**src/rtl/lsu_hs.sv**
```systemverilog
// Load/store unit between a CPU request/response port and a single-beat word memory.
// It handles lane positioning, misaligned split/fault, load extension and per-phase timeouts.
module lsu_hs #(
  parameter int ADDR_W         = 16,
  parameter bit MISALIGN_SPLIT = 1'b1,
  parameter int TIMEOUT        = 64
) (
  input  logic              clk,
  input  logic              rst,
  input  logic              req_valid,
  output logic              req_ready,
  input  logic [ADDR_W-1:0] req_addr,
  input  logic              req_we,
  input  logic [1:0]        req_size,
  input  logic              req_unsigned,
  input  logic [31:0]       req_wdata,
  output logic              rsp_valid,
  input  logic              rsp_ready,
  output logic [31:0]       rsp_rdata,
  output logic              rsp_err,
  output logic              mem_req,
  output logic              mem_we,
  output logic [ADDR_W-1:0] mem_addr,
  output logic [31:0]       mem_wdata,
  output logic [3:0]        mem_be,
  input  logic              mem_gnt,
  input  logic              mem_rvalid,
  input  logic [31:0]       mem_rdata,
  output logic [1:0]        dbg_state
);

  localparam int CNT_W = $clog2(TIMEOUT);

  // Handshakes: a transfer happens on a rising edge where valid && ready (req_*, rsp_*)
  // or mem_req && mem_gnt; the offering side holds its payload stable until then.
  typedef enum logic [1:0] {
    S_IDLE    = 2'd0,
    S_REQ     = 2'd1,
    S_WAIT_RD = 2'd2,
    S_RESP    = 2'd3
  } state_t;

  state_t              r_state, w_state_nxt;
  logic [ADDR_W-1:0]   r_addr, w_addr_nxt;
  logic                r_we, w_we_nxt;
  logic [1:0]          r_size, w_size_nxt;
  logic                r_uns, w_uns_nxt;
  logic [31:0]         r_wdata, w_wdata_nxt;
  logic                r_cross, w_cross_nxt;
  logic                r_phase, w_phase_nxt;
  logic [31:0]         r_buf0, w_buf0_nxt;
  logic [31:0]         r_buf1, w_buf1_nxt;
  logic [CNT_W-1:0]    r_cnt, w_cnt_nxt;
  logic                r_rsp_err, w_rsp_err_nxt;
  logic [31:0]         r_rsp_rdata, w_rsp_rdata_nxt;

  // Decode of the incoming request (used only at acceptance).
  logic [1:0] w_in_off;
  logic       w_in_mis;
  logic       w_in_cross;
  logic       w_in_fault;

  assign w_in_off   = req_addr[1:0];
  assign w_in_mis   = ((req_size == 2'b01) && w_in_off[0]) ||
                      ((req_size == 2'b10) && (w_in_off != 2'b00));
  assign w_in_cross = ((req_size == 2'b01) && (w_in_off == 2'b11)) ||
                      ((req_size == 2'b10) && (w_in_off != 2'b00));
  assign w_in_fault = (req_size == 2'b11) || (w_in_mis && (MISALIGN_SPLIT == 1'b0));

  // Lane placement of the latched request across a two-word window.
  logic [1:0]        w_off;
  logic [3:0]        w_mask;
  logic [7:0]        w_be8;
  logic [63:0]       w_wd64;
  logic [ADDR_W-1:0] w_word;
  logic [ADDR_W-1:0] w_phase_addr;

  assign w_off        = r_addr[1:0];
  assign w_mask       = (r_size == 2'b00) ? 4'b0001 :
                        (r_size == 2'b01) ? 4'b0011 : 4'b1111;
  assign w_be8        = {4'b0000, w_mask} << w_off;
  assign w_wd64       = {32'h0, r_wdata} << {w_off, 3'b000};
  assign w_word       = {r_addr[ADDR_W-1:2], 2'b00};
  assign w_phase_addr = w_word + {{(ADDR_W-3){1'b0}}, r_phase, 2'b00};

  // Load result, using the arriving beat for the phase being completed.
  logic [31:0] w_lo;
  logic [31:0] w_hi;
  logic [63:0] w_sh64;
  logic [31:0] w_sh;
  logic [31:0] w_ld;

  assign w_lo   = r_phase ? r_buf0 : mem_rdata;
  assign w_hi   = r_phase ? mem_rdata : r_buf1;
  assign w_sh64 = {w_hi, w_lo} >> {w_off, 3'b000};
  assign w_sh   = w_sh64[31:0];

  always_comb begin
    w_ld = w_sh;
    case (r_size)
      2'b00:   w_ld = r_uns ? {24'h0, w_sh[7:0]}   : {{24{w_sh[7]}}, w_sh[7:0]};
      2'b01:   w_ld = r_uns ? {16'h0, w_sh[15:0]}  : {{16{w_sh[15]}}, w_sh[15:0]};
      default: w_ld = w_sh;
    endcase
  end

  always_comb begin
    w_state_nxt     = r_state;
    w_addr_nxt      = r_addr;
    w_we_nxt        = r_we;
    w_size_nxt      = r_size;
    w_uns_nxt       = r_uns;
    w_wdata_nxt     = r_wdata;
    w_cross_nxt     = r_cross;
    w_phase_nxt     = r_phase;
    w_buf0_nxt      = r_buf0;
    w_buf1_nxt      = r_buf1;
    w_cnt_nxt       = r_cnt;
    w_rsp_err_nxt   = r_rsp_err;
    w_rsp_rdata_nxt = r_rsp_rdata;
    case (r_state)
      S_IDLE: begin
        if (req_valid) begin
          w_addr_nxt      = req_addr;
          w_we_nxt        = req_we;
          w_size_nxt      = req_size;
          w_uns_nxt       = req_unsigned;
          w_wdata_nxt     = req_wdata;
          w_cross_nxt     = w_in_cross;
          w_phase_nxt     = 1'b0;
          w_buf0_nxt      = 32'h0;
          w_buf1_nxt      = 32'h0;
          w_cnt_nxt       = '0;
          w_rsp_rdata_nxt = 32'h0;
          w_rsp_err_nxt   = w_in_fault;
          w_state_nxt     = w_in_fault ? S_RESP : S_REQ;
        end
      end
      S_REQ: begin
        if (mem_gnt) begin
          w_cnt_nxt = '0;
          if (!r_we) begin
            w_state_nxt = S_WAIT_RD;
          end else if (r_cross && !r_phase) begin
            w_phase_nxt = 1'b1;
          end else begin
            w_state_nxt = S_RESP;
          end
        end else if (r_cnt == CNT_W'(TIMEOUT-1)) begin
          w_rsp_err_nxt = 1'b1;
          w_state_nxt   = S_RESP;
        end else begin
          w_cnt_nxt = r_cnt + CNT_W'(1);
        end
      end
      S_WAIT_RD: begin
        if (mem_rvalid) begin
          w_cnt_nxt = '0;
          if (r_phase) w_buf1_nxt = mem_rdata;
          else         w_buf0_nxt = mem_rdata;
          if (r_cross && !r_phase) begin
            w_phase_nxt = 1'b1;
            w_state_nxt = S_REQ;
          end else begin
            w_rsp_rdata_nxt = w_ld;
            w_state_nxt     = S_RESP;
          end
        end else if (r_cnt == CNT_W'(TIMEOUT-1)) begin
          w_rsp_err_nxt = 1'b1;
          w_state_nxt   = S_RESP;
        end else begin
          w_cnt_nxt = r_cnt + CNT_W'(1);
        end
      end
      S_RESP: begin
        if (rsp_ready) w_state_nxt = S_IDLE;
      end
      default: w_state_nxt = S_IDLE;
    endcase
  end

  always_ff @(posedge clk or posedge rst) begin
    if (rst) begin
      r_state     <= S_IDLE;
      r_addr      <= '0;
      r_we        <= 1'b0;
      r_size      <= 2'b00;
      r_uns       <= 1'b0;
      r_wdata     <= 32'h0;
      r_cross     <= 1'b0;
      r_phase     <= 1'b0;
      r_buf0      <= 32'h0;
      r_buf1      <= 32'h0;
      r_cnt       <= '0;
      r_rsp_err   <= 1'b0;
      r_rsp_rdata <= 32'h0;
    end else begin
      r_state     <= w_state_nxt;
      r_addr      <= w_addr_nxt;
      r_we        <= w_we_nxt;
      r_size      <= w_size_nxt;
      r_uns       <= w_uns_nxt;
      r_wdata     <= w_wdata_nxt;
      r_cross     <= w_cross_nxt;
      r_phase     <= w_phase_nxt;
      r_buf0      <= w_buf0_nxt;
      r_buf1      <= w_buf1_nxt;
      r_cnt       <= w_cnt_nxt;
      r_rsp_err   <= w_rsp_err_nxt;
      r_rsp_rdata <= w_rsp_rdata_nxt;
    end
  end

  // Memory outputs are forced to zero outside REQ so nothing leaks after a timeout or abort.
  assign req_ready = (r_state == S_IDLE) && !rst;
  assign mem_req   = (r_state == S_REQ);
  assign mem_we    = mem_req & r_we;
  assign mem_addr  = mem_req ? w_phase_addr : '0;
  assign mem_be    = mem_req ? (r_phase ? w_be8[7:4] : w_be8[3:0]) : 4'b0000;
  assign mem_wdata = mem_req ? (r_phase ? w_wd64[63:32] : w_wd64[31:0]) : 32'h0;
  assign rsp_valid = (r_state == S_RESP);
  assign rsp_err   = r_rsp_err;
  assign rsp_rdata = r_rsp_rdata;
  assign dbg_state = r_state;

endmodule
```
**config.mk**
```make
export PLATFORM = sky130hd
export DESIGN_NAME = lsu_hs
export DESIGN_NICKNAME = d
export VERILOG_FILES = /design/src/rtl/lsu_hs.sv
export SDC_FILE = /design/constraint.sdc
export NUM_CORES = 1
export LEC_CHECK = 0
export BUFFER_PORTS_ARGS = -buffer_cell sky130_fd_sc_hd__buf_2
export CAP_MARGIN = 20
export CORE_MARGIN = 2
export CORE_UTILIZATION = 55
export CTS_CLUSTER_DIAMETER = 50
export CTS_CLUSTER_SIZE = 16
export DETAILED_ROUTE_END_ITERATION = 8
export PLACE_DENSITY = 0.76
export SLEW_MARGIN = 20
export SYNTH_ARGS = -nofsm -noshare
export SYNTH_HDL_FRONTEND = slang
export SYNTH_SLANG_ARGS = --single-unit
```
**constraint.sdc**
```tcl
create_clock -name clk -period 7.75 [get_ports clk]
set_input_delay 0.3875 -clock clk [delete_from_list [all_inputs] [get_ports clk]]
set_output_delay 0.3875 -clock clk [all_outputs]
set_load 0.005 [all_outputs]
```
# == Yosys cells after proc, flatten, opt, wreduce, memory -nomap -nowiden ==
# Index checks and enable logic that the tools add are counted.
# totals
reg_bits,159
output_inout_bits,91
word_cells,102
inputBits,90
# op_classes
add_sub_neg,2
shift,3
eq_ne,18
reduce_logical,19
mux,46
n_bitwise,1
# op_table
cell,n
2-to-1 mux 32 bit,11
one-hot mux 32 bit (2 select lines),4
<< shifter 32 x 5 -> 64 bit,1
>> shifter 64 x 5 -> 32 bit,1
2-to-1 mux 6 bit,4
2-to-1 mux 2 bit,9
one-hot mux 6 bit (3 select lines),1
adder 16 x 3 -> 16 bit,1
2-to-1 mux 16 bit,1
2-to-1 mux 4 bit,4
== test 2 bit (second input constant),5
inequality test 2 bit (second input constant),5
2-to-1 mux 1 bit,9
one-hot mux 2 bit (4 select lines),1
AND reduction 4 bit,2
<< shifter 4 x 2 -> 8 bit,1
adder 6 x 1 -> 6 bit (second input constant),1
== test 2 x 1 -> 1 bit (second input constant),3
== test 6 bit (second input constant),1
inequality test 2 x 1 -> 1 bit (second input constant),3
one-hot mux 1 bit (3 select lines),2
AND reduction 3 bit,2
AND reduction 5 bit,1
logical AND 1 bit,4
other kinds (8),12

# == Depth between registers and ports, before layout ==
# depth
depth_word,7
mapped_depth,10
depth_no_buf,6

# == Worst setup path before layout ==
# OpenSTA, ideal clock, no wires.
# synth_timing
path_kind,register to register
startpoint,"register r_state[0], in the netlist dbg_state[0]"
endpoint,"register r_rsp_rdata[18], in the netlist rsp_rdata[18]"
stages_incl_launch_ff,10
required_time_ns,7.678
arrival_ns,2.052
n_path_buf,3
synth_period_minus_slack_ns,2.124
setup_ns,0.072
slack_ns,5.626
path_cell_list,dfrtp_1 -> inv_1 -> ha_1 -> buf_6 -> nor2b_4 -> nor4_4 -> or4b_1 -> buf_6 -> buf_8 -> nand4_2
# synth_between
elab_chain_len,3
word_cells_on_any_way,8
classes_between,eq/ne (4); mux (1); reduce/logical (3)
# synth_lines
item,line,source
start: declaration,43,"state_t r_state, w_state_nxt;"
start signal: assignment,198,r_state <= w_state_nxt;
== test 2 bit or zero test 2 bit (tied branches),121,case (r_state)
inequality test 2 bit (no line) or nonzero test 2 bit (tied branches),-,
AND reduction 4 bit (no line),-,
end signal: assignment,210,r_rsp_rdata <= w_rsp_rdata_nxt;
end: declaration,55,"logic [31:0] r_rsp_rdata, w_rsp_rdata_nxt;"
# Several ways; a longest one is shown, not always the timed one.
# A chain may end at the register's enable or synchronous reset.

# == Final worst setup path ==
# layout_timing
startpoint,register r_addr[0]
endpoint,output mem_be[0]
# layout_between
elab_chain_len,3
# layout_lines
item,line,source
start: declaration,44,"logic [ADDR_W-1:0] r_addr, w_addr_nxt;"
start signal: assignment,199,r_addr <= w_addr_nxt;
<< shifter 4 x 2 -> 8 bit,81,"assign w_be8 = {4'b0000, w_mask} << w_off;"
2-to-1 mux 4 bit (2 in series),219,assign mem_be = mem_req ? (r_phase ? w_be8[7:4] : w_be8[3:0]) : 4'b0000;
end: declaration,25,"output logic [3:0] mem_be,"
# No other way between the ends.

==> flow_summary.toml <==
[status]
status = "finished, final reports clean"

[synth]
synth_edf_count = 0
synth_area_leader_cell = "dfrtp_1"
ys_warn_count = 0
syn_area_um2 = 9290
ys_types = 60
ys.flop_type = "dfrtp_1"
avgSynthCellArea_um2 = 10.7
yosys-top-cells-area = "dfrtp_1 (41%), mux2i_1 (12%), mux2_2 (6.8%), mux4_2 (4.6%), a22oi_1 (3.9%)"
yosysSeqAreaShare = 0.407
ys_ff_latch = 151
synthCells = 865
synth.top_cell.area_share = 0.407
synthArstFlopShare = 1.00

[sta]
setup_slack_ns = 4.10
finalCritPeriodShare = 0.471
worst_slew_pin_slew_ns = 1.08
timing.slew.headroom = 0.275
period_needed_ns = 3.65
tns_ns = 0
fmax_ghz = 0.274
slew_viol_final = 0
hold_viol = 0
rsz0062_at_grt = "no"
finClkSkew_ns = 0.00642
final-setup-viol-count = 0

[die]
die_w_um = 134
num_rows = 47
dieArea_um2 = 17900
io_pins = 181
die_y_um = 134
core_area_um2 = 16500
start_util = 0.562

[pwr]
internal_power_mw = 2.70
p_leak_nw = 5.00
p_sw_mw = 1.91
comb_power_share = 0.493
power_density_nw_per_um2 = 428
peakVddDrop_v = 0.000247
sequentialPowerShare = 0.329
clockPowerShare = 0.178
swShare = 0.414

[global_routing]
grt_overflow_total = 0
track_usage = 0.297
grt_max_degree = 90
grt_pass1_vias = 7734
antenna_found_initial = 3
grt_pass1_wl_um = 41700

[drt]
wl_met3_um = 2060
drc = 0
drt_iter0_drc = 711
viasPerCell = 6.37
post_drt_wl_per_cell_um = 21.2
routed_wl_um = 26200
top_layer = "met5"
drt_first_pass_iters = 6
ant_nets = 0
wl_met1_um = 10600
via_count = 7865
wl_met2_um = 12700

[setup_path]
required_ns = 7.36
start_kind = "flip-flop"
arrival_ns = 3.26
endpoint_kind = "output port"
crit_fanout = 60
path_class = "reg2out"

[placed_design]
place_ws_ns = 4.32
dp_hpwl_um = 17800
gp_congestion = 0.901
place.port_buffers = 178

[layout]
layout.nets = 1097
final_cell_mix = "buf_2 (178), dfrtp_1 (149), mux2i_1 (107), o21ai_0 (67), mux2_2 (56)"
area.growth.synth_to_final_pct = 15.9
layout_commonest_cell = "buf_2"
drive_gt1_frac = 0.316
n_fill_cell = 1308
final_util = 0.652

[hold_path]
min_path_type = "in2async"

[clock_tree]
cts_tree = "yes"
post_cts_buffers = 0
clk_latency_ns = 0.42
cts_root_buf = "clkbuf_16"
clk_path_buf_depth = 2
cts_resized = 0
cts_max_level = 4
clkSinkCount = 151
cts_buffers = 17
clkTransAtPathRegs_ns = 0.06
ctsHoldBuffers = 0

[job]
cap_violations = 0
[synthesized netlist by cell type (5+ instances only)]
| master | count |
|---|---|
| o2bb2ai_1 | 8 |
| a22oi_1 | 48 |
| nand4_1 | 7 |
| mux4_2 | 19 |
| o21ai_0 | 67 |
| a221oi_1 | 7 |
| inv_1 | 12 |
| buf_2 | 20 |
| o22ai_1 | 38 |
| clkbuf_1 | 37 |
| and2_1 | 27 |
| a21oi_1 | 19 |
| nor2b_1 | 10 |
| or2_2 | 5 |
| ha_1 | 7 |
| nand4_2 | 10 |
| o211ai_1 | 9 |
| xnor2_1 | 5 |
| and3_1 | 6 |
| nand3_1 | 19 |
| a22o_1 | 39 |
| nand2b_1 | 8 |
| buf_4 | 13 |
| nand2_1 | 46 |
| mux2_2 | 56 |
| dfrtp_1 | 151 |
| nor2_1 | 11 |
| mux2i_1 | 107 |
[per-layer routing]
| metal | vias up | GRT usage |
|---|---|---|
| li1 | 3571 | - |
| met1 | 3860 | 0.385 |
| met2 | 378 | 0.479 |
| met3 | 54 | 0.0711 |
| met4 | 2 | 0.126 |
| met5 | - | 0 |
[cell type report]
| cell class | instances | area (µm²) | area share |
|---|---|---|---|
| diodes | 2 | 5.00 | 0.000465 |
| well taps | 220 | 275 | 0.0256 |
| multi-input cells | 627 | 5080 | 0.472 |
| inverters | 12 | 50.0 | 0.00465 |
| repair buffers | 191 | 996 | 0.0925 |
| clock inverters | 7 | 93.8 | 0.00871 |
| flip-flops and latches | 151 | 3780 | 0.351 |
| clock buffers | 25 | 485 | 0.0451 |
[cells by family (layout without fill, tap and decap cells)]
kind of cell,count (synthesis),in the layout,share of synthesized area
compound gates,256,256,0.189
fa+ha+maj,7,7,0.00943
buf+inv,88,235,0.0479
simple gates,170,170,0.107
mux,183,183,0.231
other cells,1,4,0.000404
xor+xnor,9,9,0.00848
flops,151,151,0.407
[metrics by stage]
stage                     cell area (µm²)  cells  hold slack (ns)  power [mW]
after global routing                10800   1235            0.176        4.90
after detailed placement            10200   1200            0.473        3.75
after floorplan                      9290    866            0.461        3.13
final                               10800   1235            0.142        4.61
after global placement              10200   1200            0.471        3.69
after CTS                           10700   1232            0.170        4.60
[power groups by stage]
stage               Clock, mW  Combinational (mW)  Sequential [mW]
floorplan                   0                1.76             1.37
global placement            0                2.19             1.50
detailed placement          0                2.24             1.51
CTS                     0.834                2.26             1.50
global route            0.865                2.48             1.56
finish                  0.823                2.27             1.52
[critical path: stages (launching register included)]
cell and delay (ns):
dfrtp_4 0.89, buf_4 0.85, nand2_1 0.49, o221ai_1 0.29, o211a_1 0.18, buf_2 0.13
[state kept, by name (all words and copies together), names as in the netlist]
| signal | cells |
|---|---|
| r_buf0 | 32 |
| r_wdata | 32 |
| rsp_rdata | 32 |
| r_buf1 | 24 |
| r_addr | 16 |
| r_cnt | 6 |
| dbg_state | 2 |
| r_size | 2 |
| r_cross | 1 |
| r_phase | 1 |
| r_uns | 1 |
| r_we | 1 |
| rsp_err | 1 |
[final timing paths]
| check | start | to | slack (ns) | cells after the start |
|---|---|---|---|---|
| min in group clk | req_wdata[11] | r_wdata[11] | 0.19 | 2 |
| hold / removal | rst | r_cnt[5] | 0.14 | 2 |
| hold reg to reg | rsp_rdata[4] | rsp_rdata[4] | 0.49 | 1 |
| max in group asynchronous | rst | r_wdata[27] | 6.28 | 3 |
| setup / recovery | r_addr[0] | mem_be[0] | 4.10 | 5 |
| setup reg to reg | dbg_state[0] | r_buf0[27] | 4.28 | 8 |
(Power assumes the default switching activity.)
